[src/rtl/muldiv_pkg.sv]
// Shared types for the HI/LO multiply/divide unit: operation codes, FSM states
// and the divider counter width helper.
package muldiv_pkg;

  typedef enum logic [2:0] {
    OP_MULT  = 3'd0,
    OP_MULTU = 3'd1,
    OP_DIV   = 3'd2,
    OP_DIVU  = 3'd3,
    OP_MTHI  = 3'd4,
    OP_MTLO  = 3'd5,
    OP_MADD  = 3'd6,
    OP_MSUB  = 3'd7
  } op_t;

  typedef enum logic [1:0] {
    ST_IDLE = 2'd0,
    ST_MUL  = 2'd1,
    ST_DIV  = 2'd2,
    ST_WB   = 2'd3
  } state_t;

  localparam int XLEN_DEFAULT = 32;
  localparam int DIV_CNT_W    = $clog2(XLEN_DEFAULT + 1);

  // Iteration counter width for an XLEN-bit divider.
  function automatic int div_cnt_w(input int xlen);
    return $clog2(xlen + 1);
  endfunction

endpackage

[src/rtl/muldiv_hilo_unit_if.sv]
// EX-stage <-> HI/LO unit bundle: request handshake, flush, HI/LO read port
// and status. master = pipeline core side, slave = muldiv_hilo_unit.
interface muldiv_hilo_unit_if #(
  parameter int XLEN = 32
);
  import muldiv_pkg::*;

  logic            req_valid;
  logic            req_ready;
  op_t             op;
  logic [XLEN-1:0] in_a;
  logic [XLEN-1:0] in_b;
  logic            flush;
  logic            rd_req;
  logic            rd_sel;
  logic [XLEN-1:0] rd_data;
  logic            hilo_stall;
  logic            busy;
  logic            done;
  logic            div_zero;

  modport master (
    output req_valid, op, in_a, in_b, flush, rd_req, rd_sel,
    input  req_ready, rd_data, hilo_stall, busy, done, div_zero
  );

  modport slave (
    input  req_valid, op, in_a, in_b, flush, rd_req, rd_sel,
    output req_ready, rd_data, hilo_stall, busy, done, div_zero
  );

endinterface

[src/rtl/muldiv_divider.sv]
// Iterative restoring divider on unsigned magnitudes. The first iteration is
// folded into the start cycle so the XLEN-th quotient bit is registered at the
// edge ending cycle T+XLEN-1; o_valid pulses in cycle T+XLEN.
module muldiv_divider
  import muldiv_pkg::*;
#(
  parameter int XLEN = 32
) (
  input  logic            clk,
  input  logic            rst,
  input  logic            i_start,
  input  logic            i_flush,
  input  logic [XLEN-1:0] i_dividend,
  input  logic [XLEN-1:0] i_divisor,
  output logic [XLEN-1:0] o_quotient,
  output logic [XLEN-1:0] o_remainder,
  output logic            o_valid
);

  localparam int CW = div_cnt_w(XLEN);

  logic [XLEN-1:0] r_rem, r_quo, r_div;
  logic [CW-1:0]   r_cnt;
  logic            r_active, r_valid;
  logic [XLEN-1:0] w_rem_in, w_quo_in, w_div_in, w_rem_nxt, w_quo_nxt;
  logic [XLEN:0]   w_trial;

  // One restoring step: shift in the next dividend bit, subtract if it fits.
  always_comb begin
    w_rem_in  = i_start ? '0 : r_rem;
    w_quo_in  = i_start ? i_dividend : r_quo;
    w_div_in  = i_start ? i_divisor : r_div;
    w_trial   = {w_rem_in, w_quo_in[XLEN-1]} - {1'b0, w_div_in};
    w_rem_nxt = {w_rem_in[XLEN-2:0], w_quo_in[XLEN-1]};
    w_quo_nxt = {w_quo_in[XLEN-2:0], 1'b0};
    if (!w_trial[XLEN]) begin
      w_rem_nxt = w_trial[XLEN-1:0];
      w_quo_nxt = {w_quo_in[XLEN-2:0], 1'b1};
    end
  end

  // Datapath registers advance on start and on every active cycle.
  always_ff @(posedge clk) begin
    if (i_start || r_active) begin
      r_rem <= w_rem_nxt;
      r_quo <= w_quo_nxt;
    end
    if (i_start) r_div <= i_divisor;
  end

  // Iteration control; flush drops the operation without a valid pulse.
  always_ff @(posedge clk) begin
    if (rst) begin
      r_active <= 1'b0;
      r_valid  <= 1'b0;
      r_cnt    <= '0;
    end else begin
      r_valid <= 1'b0;
      if (i_start) begin
        r_active <= (XLEN > 1);
        r_valid  <= (XLEN == 1);
        r_cnt    <= CW'(1);
      end else if (r_active) begin
        if (i_flush) begin
          r_active <= 1'b0;
        end else begin
          r_cnt <= r_cnt + CW'(1);
          if (r_cnt == CW'(XLEN - 1)) begin
            r_active <= 1'b0;
            r_valid  <= 1'b1;
          end
        end
      end
    end
  end

  assign o_quotient  = r_quo;
  assign o_remainder = r_rem;
  assign o_valid     = r_valid;

endmodule

[src/rtl/muldiv_hilo_unit.sv]
// Multi-cycle multiply/divide unit owning HI/LO, with pipeline interlock.
// Optional MADD/MSUB accumulate support is enabled by defining MULDIV_ACC_EN;
// without it ops 6/7 complete in one cycle and leave HI/LO untouched.
module muldiv_hilo_unit
  import muldiv_pkg::*;
#(
  parameter int XLEN    = 32,
  parameter int MUL_LAT = 3
) (
  input  logic              clk,
  input  logic              rst,
  muldiv_hilo_unit_if.slave bus
);

  localparam int MCW = (MUL_LAT > 1) ? $clog2(MUL_LAT) : 1;

  state_t            r_state, w_state_nxt;
  logic [XLEN-1:0]   r_hi, r_lo, w_hi_nxt, w_lo_nxt;
  logic              w_hi_we, w_lo_we;
  logic              r_done, w_done_nxt, r_div_zero, w_dz_nxt;
  logic [MCW-1:0]    r_mcnt, w_mcnt_nxt;
  logic              w_accept, w_div_start;
  logic              r_q_neg, r_r_neg;
  logic              w_mul_signed, w_div_signed, w_a_neg, w_b_neg;
  logic [XLEN-1:0]   w_a_mag, w_b_mag, w_div_q, w_div_r;
  logic              w_div_valid;
  logic signed [2*XLEN-1:0] w_a_ext, w_b_ext;
  logic [2*XLEN-1:0] w_prod_p0, w_prod_out;
`ifdef MULDIV_ACC_EN
  logic              r_acc_op, r_acc_sub, w_acc_ld;
  logic [2*XLEN-1:0] r_acc_p;
`endif

  function automatic logic [XLEN-1:0] neg_if(input logic neg, input logic [XLEN-1:0] v);
    return neg ? -v : v;
  endfunction

  assign bus.req_ready  = (r_state == ST_IDLE) & ~bus.flush;
  assign bus.busy       = (r_state != ST_IDLE);
  assign bus.hilo_stall = bus.rd_req & bus.busy;
  assign bus.rd_data    = bus.rd_sel ? r_hi : r_lo;
  assign bus.done       = r_done;
  assign bus.div_zero   = r_div_zero;
  assign w_accept       = bus.req_valid & bus.req_ready;

  // Operand conditioning: sign/zero-extended multiplier inputs, divider magnitudes.
  always_comb begin
    w_mul_signed = (bus.op == OP_MULT) || (bus.op == OP_MADD) || (bus.op == OP_MSUB);
    w_div_signed = (bus.op == OP_DIV);
    w_a_ext      = $signed({{XLEN{w_mul_signed & bus.in_a[XLEN-1]}}, bus.in_a});
    w_b_ext      = $signed({{XLEN{w_mul_signed & bus.in_b[XLEN-1]}}, bus.in_b});
    w_prod_p0    = w_a_ext * w_b_ext;
    w_a_neg      = w_div_signed & bus.in_a[XLEN-1];
    w_b_neg      = w_div_signed & bus.in_b[XLEN-1];
    w_a_mag      = w_a_neg ? -bus.in_a : bus.in_a;
    w_b_mag      = w_b_neg ? -bus.in_b : bus.in_b;
  end

  generate
    if (MUL_LAT == 1) begin : g_mul_comb
      assign w_prod_out = w_prod_p0;
    end else begin : g_mul_pipe
      logic [2*XLEN-1:0] r_prod_p [MUL_LAT-1];
      // Product shift chain: slot k holds the product presented k+1 cycles ago.
      always_ff @(posedge clk) begin
        r_prod_p[0] <= w_prod_p0;
        for (int k = 1; k < MUL_LAT - 1; k++) r_prod_p[k] <= r_prod_p[k-1];
      end
      assign w_prod_out = r_prod_p[MUL_LAT-2];
    end
  endgenerate

  muldiv_divider #(.XLEN(XLEN)) u_div (
    .clk        (clk),
    .rst        (rst),
    .i_start    (w_div_start),
    .i_flush    (bus.flush),
    .i_dividend (w_a_mag),
    .i_divisor  (w_b_mag),
    .o_quotient (w_div_q),
    .o_remainder(w_div_r),
    .o_valid    (w_div_valid)
  );

  // Next-state, HI/LO write enables and done/div_zero pulses.
  always_comb begin
    w_state_nxt = r_state;
    w_mcnt_nxt  = r_mcnt;
    w_hi_we     = 1'b0;
    w_lo_we     = 1'b0;
    w_hi_nxt    = r_hi;
    w_lo_nxt    = r_lo;
    w_done_nxt  = 1'b0;
    w_dz_nxt    = 1'b0;
    w_div_start = 1'b0;
`ifdef MULDIV_ACC_EN
    w_acc_ld    = 1'b0;
`endif
    case (r_state)
      ST_IDLE: begin
        if (w_accept) begin
          case (bus.op)
            OP_MTHI: begin
              w_hi_we = 1'b1; w_hi_nxt = bus.in_a; w_done_nxt = 1'b1;
            end
            OP_MTLO: begin
              w_lo_we = 1'b1; w_lo_nxt = bus.in_a; w_done_nxt = 1'b1;
            end
            OP_MULT, OP_MULTU: begin
              if (MUL_LAT == 1) begin
                w_hi_we = 1'b1; w_lo_we = 1'b1; w_done_nxt = 1'b1;
                {w_hi_nxt, w_lo_nxt} = w_prod_out;
              end else begin
                w_state_nxt = ST_MUL; w_mcnt_nxt = MCW'(MUL_LAT - 1);
              end
            end
            OP_DIV, OP_DIVU: begin
              if (bus.in_b == '0) begin
                w_hi_we = 1'b1; w_lo_we = 1'b1; w_done_nxt = 1'b1; w_dz_nxt = 1'b1;
                w_hi_nxt = bus.in_a; w_lo_nxt = '1;
              end else begin
                w_state_nxt = ST_DIV; w_div_start = 1'b1;
              end
            end
            default: begin
`ifdef MULDIV_ACC_EN
              if (MUL_LAT == 1) begin
                w_state_nxt = ST_WB; w_acc_ld = 1'b1;
              end else begin
                w_state_nxt = ST_MUL; w_mcnt_nxt = MCW'(MUL_LAT - 1);
              end
`else
              w_done_nxt = 1'b1;
`endif
            end
          endcase
        end
      end
      ST_MUL: begin
        if (bus.flush) begin
          w_state_nxt = ST_IDLE;
        end else if (r_mcnt == MCW'(1)) begin
          w_state_nxt = ST_IDLE;
          w_hi_we = 1'b1; w_lo_we = 1'b1; w_done_nxt = 1'b1;
          {w_hi_nxt, w_lo_nxt} = w_prod_out;
`ifdef MULDIV_ACC_EN
          if (r_acc_op) begin
            w_state_nxt = ST_WB; w_acc_ld = 1'b1;
            w_hi_we = 1'b0; w_lo_we = 1'b0; w_done_nxt = 1'b0;
          end
`endif
        end else begin
          w_mcnt_nxt = r_mcnt - MCW'(1);
        end
      end
      ST_DIV: begin
        if (bus.flush) begin
          w_state_nxt = ST_IDLE;
        end else if (w_div_valid) begin
          w_state_nxt = ST_IDLE;
          w_hi_we = 1'b1; w_lo_we = 1'b1; w_done_nxt = 1'b1;
          w_lo_nxt = neg_if(r_q_neg, w_div_q);
          w_hi_nxt = neg_if(r_r_neg, w_div_r);
        end
      end
      default: begin
        w_state_nxt = ST_IDLE;
`ifdef MULDIV_ACC_EN
        if (!bus.flush) begin
          w_hi_we = 1'b1; w_lo_we = 1'b1; w_done_nxt = 1'b1;
          {w_hi_nxt, w_lo_nxt} = r_acc_sub ? ({r_hi, r_lo} - r_acc_p)
                                           : ({r_hi, r_lo} + r_acc_p);
        end
`endif
      end
    endcase
  end

  // FSM state, HI/LO and status pulses; HI/LO are architectural and reset too.
  always_ff @(posedge clk) begin
    if (rst) begin
      r_state    <= ST_IDLE;
      r_mcnt     <= '0;
      r_done     <= 1'b0;
      r_div_zero <= 1'b0;
      r_hi       <= '0;
      r_lo       <= '0;
    end else begin
      r_state    <= w_state_nxt;
      r_mcnt     <= w_mcnt_nxt;
      r_done     <= w_done_nxt;
      r_div_zero <= w_dz_nxt;
      if (w_hi_we) r_hi <= w_hi_nxt;
      if (w_lo_we) r_lo <= w_lo_nxt;
    end
  end

  // Per-operation side information captured at accept.
  always_ff @(posedge clk) begin
    if (w_accept) begin
      r_q_neg <= w_a_neg ^ w_b_neg;
      r_r_neg <= w_a_neg;
`ifdef MULDIV_ACC_EN
      r_acc_op  <= (bus.op == OP_MADD) || (bus.op == OP_MSUB);
      r_acc_sub <= (bus.op == OP_MSUB);
`endif
    end
`ifdef MULDIV_ACC_EN
    if (w_acc_ld) r_acc_p <= w_prod_out;
`endif
  end

endmodule

[src/flat_wrapper.sv]
// flat-port wrapper written by rule: the top's interface ports become plain ports
module muldiv_hilo_unit_flat import muldiv_pkg::*;
#(
  parameter int XLEN    = 32,
  parameter int MUL_LAT = 3
)
  (clk, rst, bus_req_valid, bus_op, bus_in_a, bus_in_b, bus_flush, bus_rd_req, bus_rd_sel, bus_req_ready, bus_rd_data, bus_hilo_stall, bus_busy, bus_done, bus_div_zero);
  muldiv_hilo_unit_if #(.XLEN(XLEN)) bus_i ();
  input  logic clk;
  input  logic rst;
  input wire logic [$bits(bus_i.req_valid)-1:0] bus_req_valid;
  input wire logic [$bits(bus_i.op)-1:0] bus_op;
  input wire logic [$bits(bus_i.in_a)-1:0] bus_in_a;
  input wire logic [$bits(bus_i.in_b)-1:0] bus_in_b;
  input wire logic [$bits(bus_i.flush)-1:0] bus_flush;
  input wire logic [$bits(bus_i.rd_req)-1:0] bus_rd_req;
  input wire logic [$bits(bus_i.rd_sel)-1:0] bus_rd_sel;
  output wire logic [$bits(bus_i.req_ready)-1:0] bus_req_ready;
  output wire logic [$bits(bus_i.rd_data)-1:0] bus_rd_data;
  output wire logic [$bits(bus_i.hilo_stall)-1:0] bus_hilo_stall;
  output wire logic [$bits(bus_i.busy)-1:0] bus_busy;
  output wire logic [$bits(bus_i.done)-1:0] bus_done;
  output wire logic [$bits(bus_i.div_zero)-1:0] bus_div_zero;
  assign bus_i.req_valid = bus_req_valid;
  assign bus_i.op = bus_op;
  assign bus_i.in_a = bus_in_a;
  assign bus_i.in_b = bus_in_b;
  assign bus_i.flush = bus_flush;
  assign bus_i.rd_req = bus_rd_req;
  assign bus_i.rd_sel = bus_rd_sel;
  assign bus_req_ready = bus_i.req_ready;
  assign bus_rd_data = bus_i.rd_data;
  assign bus_hilo_stall = bus_i.hilo_stall;
  assign bus_busy = bus_i.busy;
  assign bus_done = bus_i.done;
  assign bus_div_zero = bus_i.div_zero;
  muldiv_hilo_unit #(.XLEN(XLEN), .MUL_LAT(MUL_LAT)) u_core (.clk(clk), .rst(rst), .bus(bus_i));
endmodule
[config.mk]
export PLATFORM = sky130hd
export DESIGN_NAME = muldiv_hilo_unit_flat
export DESIGN_NICKNAME = d
export VERILOG_FILES = /design/src/rtl/muldiv_pkg.sv /design/src/rtl/muldiv_hilo_unit_if.sv /design/src/rtl/muldiv_divider.sv /design/src/rtl/muldiv_hilo_unit.sv /design/src/flat_wrapper.sv
export SDC_FILE = /design/constraint.sdc
export NUM_CORES = 2
export LEC_CHECK = 0
export CAP_MARGIN = 20
export CELL_PAD_IN_SITES_DETAIL_PLACEMENT = 1
export CELL_PAD_IN_SITES_GLOBAL_PLACEMENT = 2
export CORE_ASPECT_RATIO = 1.25
export CORE_MARGIN = 2
export CORE_UTILIZATION = 35
export DETAILED_ROUTE_END_ITERATION = 10
export MAX_ROUTING_LAYER = met4
export PLACE_DENSITY_LB_ADDON = 0.1
export SLEW_MARGIN = 10
export SYNTH_ARGS = -nofsm -noshare
export SYNTH_HDL_FRONTEND = slang
export SYNTH_SLANG_ARGS = --single-unit
[constraint.sdc]
create_clock -name clk -period 12.32 [get_ports clk]
set_input_delay 1.848 -clock clk [delete_from_list [all_inputs] [get_ports clk]]
set_output_delay 1.848 -clock clk [all_outputs]
set_load 0.01 [all_outputs]
==> reports/results.ini <==
[layout]
fin_cells = 7839
syn2layout_area_growth_pct = 7.64
multi_input_area_sq_mm = 0.0406
drive_above_1_share_pct = 5.96
final_nets = 7249
fin_util_pct = 38.0
nFillCells = 17500
seqCellArea_sq_mm = 0.00675

[worst_hold_path]
hold_start = u_core.g_mul_pipe.r_prod_p[0][47]$_DFF_P_
hold_class = flop to flop

[cts]
clock_path_buffers = 3
cts_tree = done
cts.reportedPaths.clkPinSlew_ns = 0.06
cts_buffers = 35
worstSkewPairLatency_ns = 0.55
cts_setup_buffers = 0
htree_levels = 2
cts_sinks = 304
cts_hold_buf = 0
cts_root_buf = clkbuf_16
post_cts_resize_count = 0

[synthesis]
async_reset_ff_share_pct = 0
yosysTopAreaCell = fa_1
syn_avg_cell_area_sq_um = 9.04
synth_area_leaders = fa_1 (42%), dfxtp_1 (9.0%), inv_1 (8.4%), nand2_1 (7.0%), ha_1 (6.0%)
yosys.cell_types.count = 76
syn_nets = 7339
syn_area_sq_mm = 0.0532
synth_ff_type = dfxtp_1
ys_warn_count = 0
synth-edff-count = 66
synthCells = 5886
netlist.area_leader.share_pct = 42.4
synth-seq-cells = 304
seq_area_frac_synth_pct = 12.7

[placement]
io_buffers = 109
placed_cells = 7770
dpl.hpwl_microns = 157000
place.gp.congestion = 0.862

[critical_path]
timing.critical_path.mode_cell = fa_1
slowest_stage = clkdlybuf4s50_1
crit_path_end_kind = flop
crit_fanout = 13
required_ns = 12.74
r2r_start = u_core.r_state[0]$_SDFFE_PP0P_
critPathLaunch = bus_in_b[1]
slowest_delay_ns = 0.83
start_kind = primary input
cp.arrival_ns = 11.48
path_class = primary input to flop

[timing]
layout_min_cycle_time_ns = 11.06
slew_viol_final = 0
hold_viol = 0
worstMarginPinSlew_ns = 1.05
slew-limit-headroom_pct = 29.4
tns_ns = 0
rsz0062_at_grt = no
hold_ws_ns = 0.323
fin_skew_ns = 0.0210
setup_viol = 0
timing.fmax_ghz = 0.0904
finalCritPeriodShare_pct = 89.8

[grt]
grt_overflow = 0
grtUsageTotal_pct = 26.6
first_global_vias = 44800
grt_pass1_wl_microns = 298000
grt_max_degree = 79
antenna_found_initial = 21

[drt]
dr.first_iter.drc_count = 1953
remaining_drc_errors = 0
vias = 39700
wl_per_cell_microns = 25.1
drt-total-wl_microns = 197000
ant_nets = 0
post_drt_via_cell_ratio = 5.06
firstDrtPassIters = 5

[floorplanning]
num_rows = 159
start_util_pct = 35.3
io_pins = 110
core_sq_mm = 0.151
fp.dieH_microns = 440
fp.dieW_microns = 353
dieArea_sq_mm = 0.155

[status]
status = complete, no violations

[job]
maxCapViolations = 0

[cell usage in the layout, fill, tap and decap left out, drive strengths merged, types with 7 or more instances in the layout]
cell | synthesis | routed
a311oi | 21 | 21
or4 | 13 | 13
nor2b | 18 | 18
nor3b | 7 | 7
nor4 | 17 | 17
clkdlybuf4s50 | 0 | 51
and3 | 28 | 28
a22oi | 44 | 44
dfxtp | 238 | 238
fa | 1126 | 1126
inv | 1191 | 1199
xor2 | 52 | 52
and2 | 320 | 320
o41ai | 17 | 17
mux2 | 59 | 59
mux2i | 13 | 13
or2 | 16 | 16
ha | 254 | 254
o31ai | 27 | 27
nor2 | 230 | 230
clkbuf | 247 | 50
xnor2 | 170 | 170
nor3 | 28 | 28
o21ai | 129 | 129
a21oi | 163 | 163
a221oi | 17 | 17
edfxtp | 66 | 66
nand3 | 24 | 24
nand4 | 12 | 12
a21o | 53 | 53
a31oi | 15 | 15
nand2 | 988 | 988
or3 | 17 | 17
o21a | 19 | 19
o21bai | 10 | 10
nand3b | 9 | 9
a211oi | 47 | 47
nand2b | 20 | 20
buf | 111 | 180
[cell families after synthesis]
logic type | synth area share (%)
XOR/XNOR | 3.67
AND/OR/NAND/NOR | 15.1
adder cells (fa/ha/maj) | 48.3
AO/OA/AOI/OAI | 7.45
buffers and inverters | 11.1
flip-flops | 12.7
multiplexers | 1.66
[state kept, by name (all words and copies together) (netlist names), 2 cells and up]
| name | count |
|---|---|
| u_core.r_hi | 32 |
| u_core.u_div.r_div | 32 |
| u_core.g_mul_pipe.r_prod_p | 128 |
| u_core.u_div.o_quotient | 32 |
| u_core.r_lo | 32 |
| u_core.r_mcnt | 2 |
| u_core.u_div.o_remainder | 32 |
| u_core.r_state | 2 |
| u_core.u_div.r_cnt | 6 |
[final timing paths]
kind | slack (ns) | cells past startpoint | end
worst max-delay path | 1.26 | 27 | u_core.g_mul_pipe.r_prod_p[0][63]$_DFF_P_
worst max register to register | 6.02 | 20 | u_core.u_div.o_remainder[2]$_DFFE_PP_
worst min-delay path | 0.32 | 0 | u_core.g_mul_pipe.r_prod_p[0][111]$_DFF_P_
worst min register to register | 0.32 | 0 | u_core.g_mul_pipe.r_prod_p[0][111]$_DFF_P_
[synth_stat cells, drive strengths merged, types with 7 or more instances]
library cell / count
o41ai: 17
or3: 17
o31ai: 27
inv: 1191
nor3b: 7
xnor2: 170
nand2b: 20
nand3: 24
mux2: 59
nand4: 12
dfxtp: 238
or4: 13
o21a: 19
ha: 254
xor2: 52
a311oi: 21
a22oi: 44
a21o: 53
nor3: 28
nor4: 17
o21bai: 10
buf: 111
nand2: 988
and3: 28
a21oi: 163
nor2b: 18
fa: 1126
nand3b: 9
or2: 16
clkbuf: 247
and2: 320
nor2: 230
a221oi: 17
mux2i: 13
a31oi: 15
a211oi: 47
edfxtp: 66
o21ai: 129
[per-stage QoR]
stage	cell area [sq um]	worst slack [ns]
3_3_place_gp	56100	0.593
5_1_grt	57300	0.865
2_1_floorplan	53200	2.16
3_5_place_dp	56100	0.570
6_report	57300	1.26
4_1_cts	57200	1.14
[worst max-delay path, delay by kind of cell]
family                     cells  cell delay [ns]
adders and majority gates      9             4.41
AOI/OAI and AO/OA              5             2.16
and+or+nand+nor                5             1.78
buffers and inverters          7             1.15
xor gates and xnor gates       1             0.08
[metal layers]
metal	track usage [%]	vias to the layer above	wire [microns]	share of wire, %
met2	46.8	668	100000	51
met3	1.31	156	5690	2.9
met4	5.45	0	4540	2.3
met5	-	-	0	0
met1	34.0	21300	86600	44
li1	-	17600	-	-
[final cells by class]
| cell class | count | share of cell area (%) |
|---|---|---|
| multi-input combinational | 4033 | 70.9 |
| sequential | 304 | 11.8 |
| inverter | 1191 | 7.81 |
| tap | 2012 | 4.40 |
| timing repair buffer | 231 | 3.04 |
| clock buffer | 50 | 1.81 |
| clock inverter | 12 | 0.243 |
| antenna | 6 | 0.0262 |
Power is left out: the tool's default activity adds up to more than one toggle a clock period on the data nets, which glitch-free logic cannot reach.
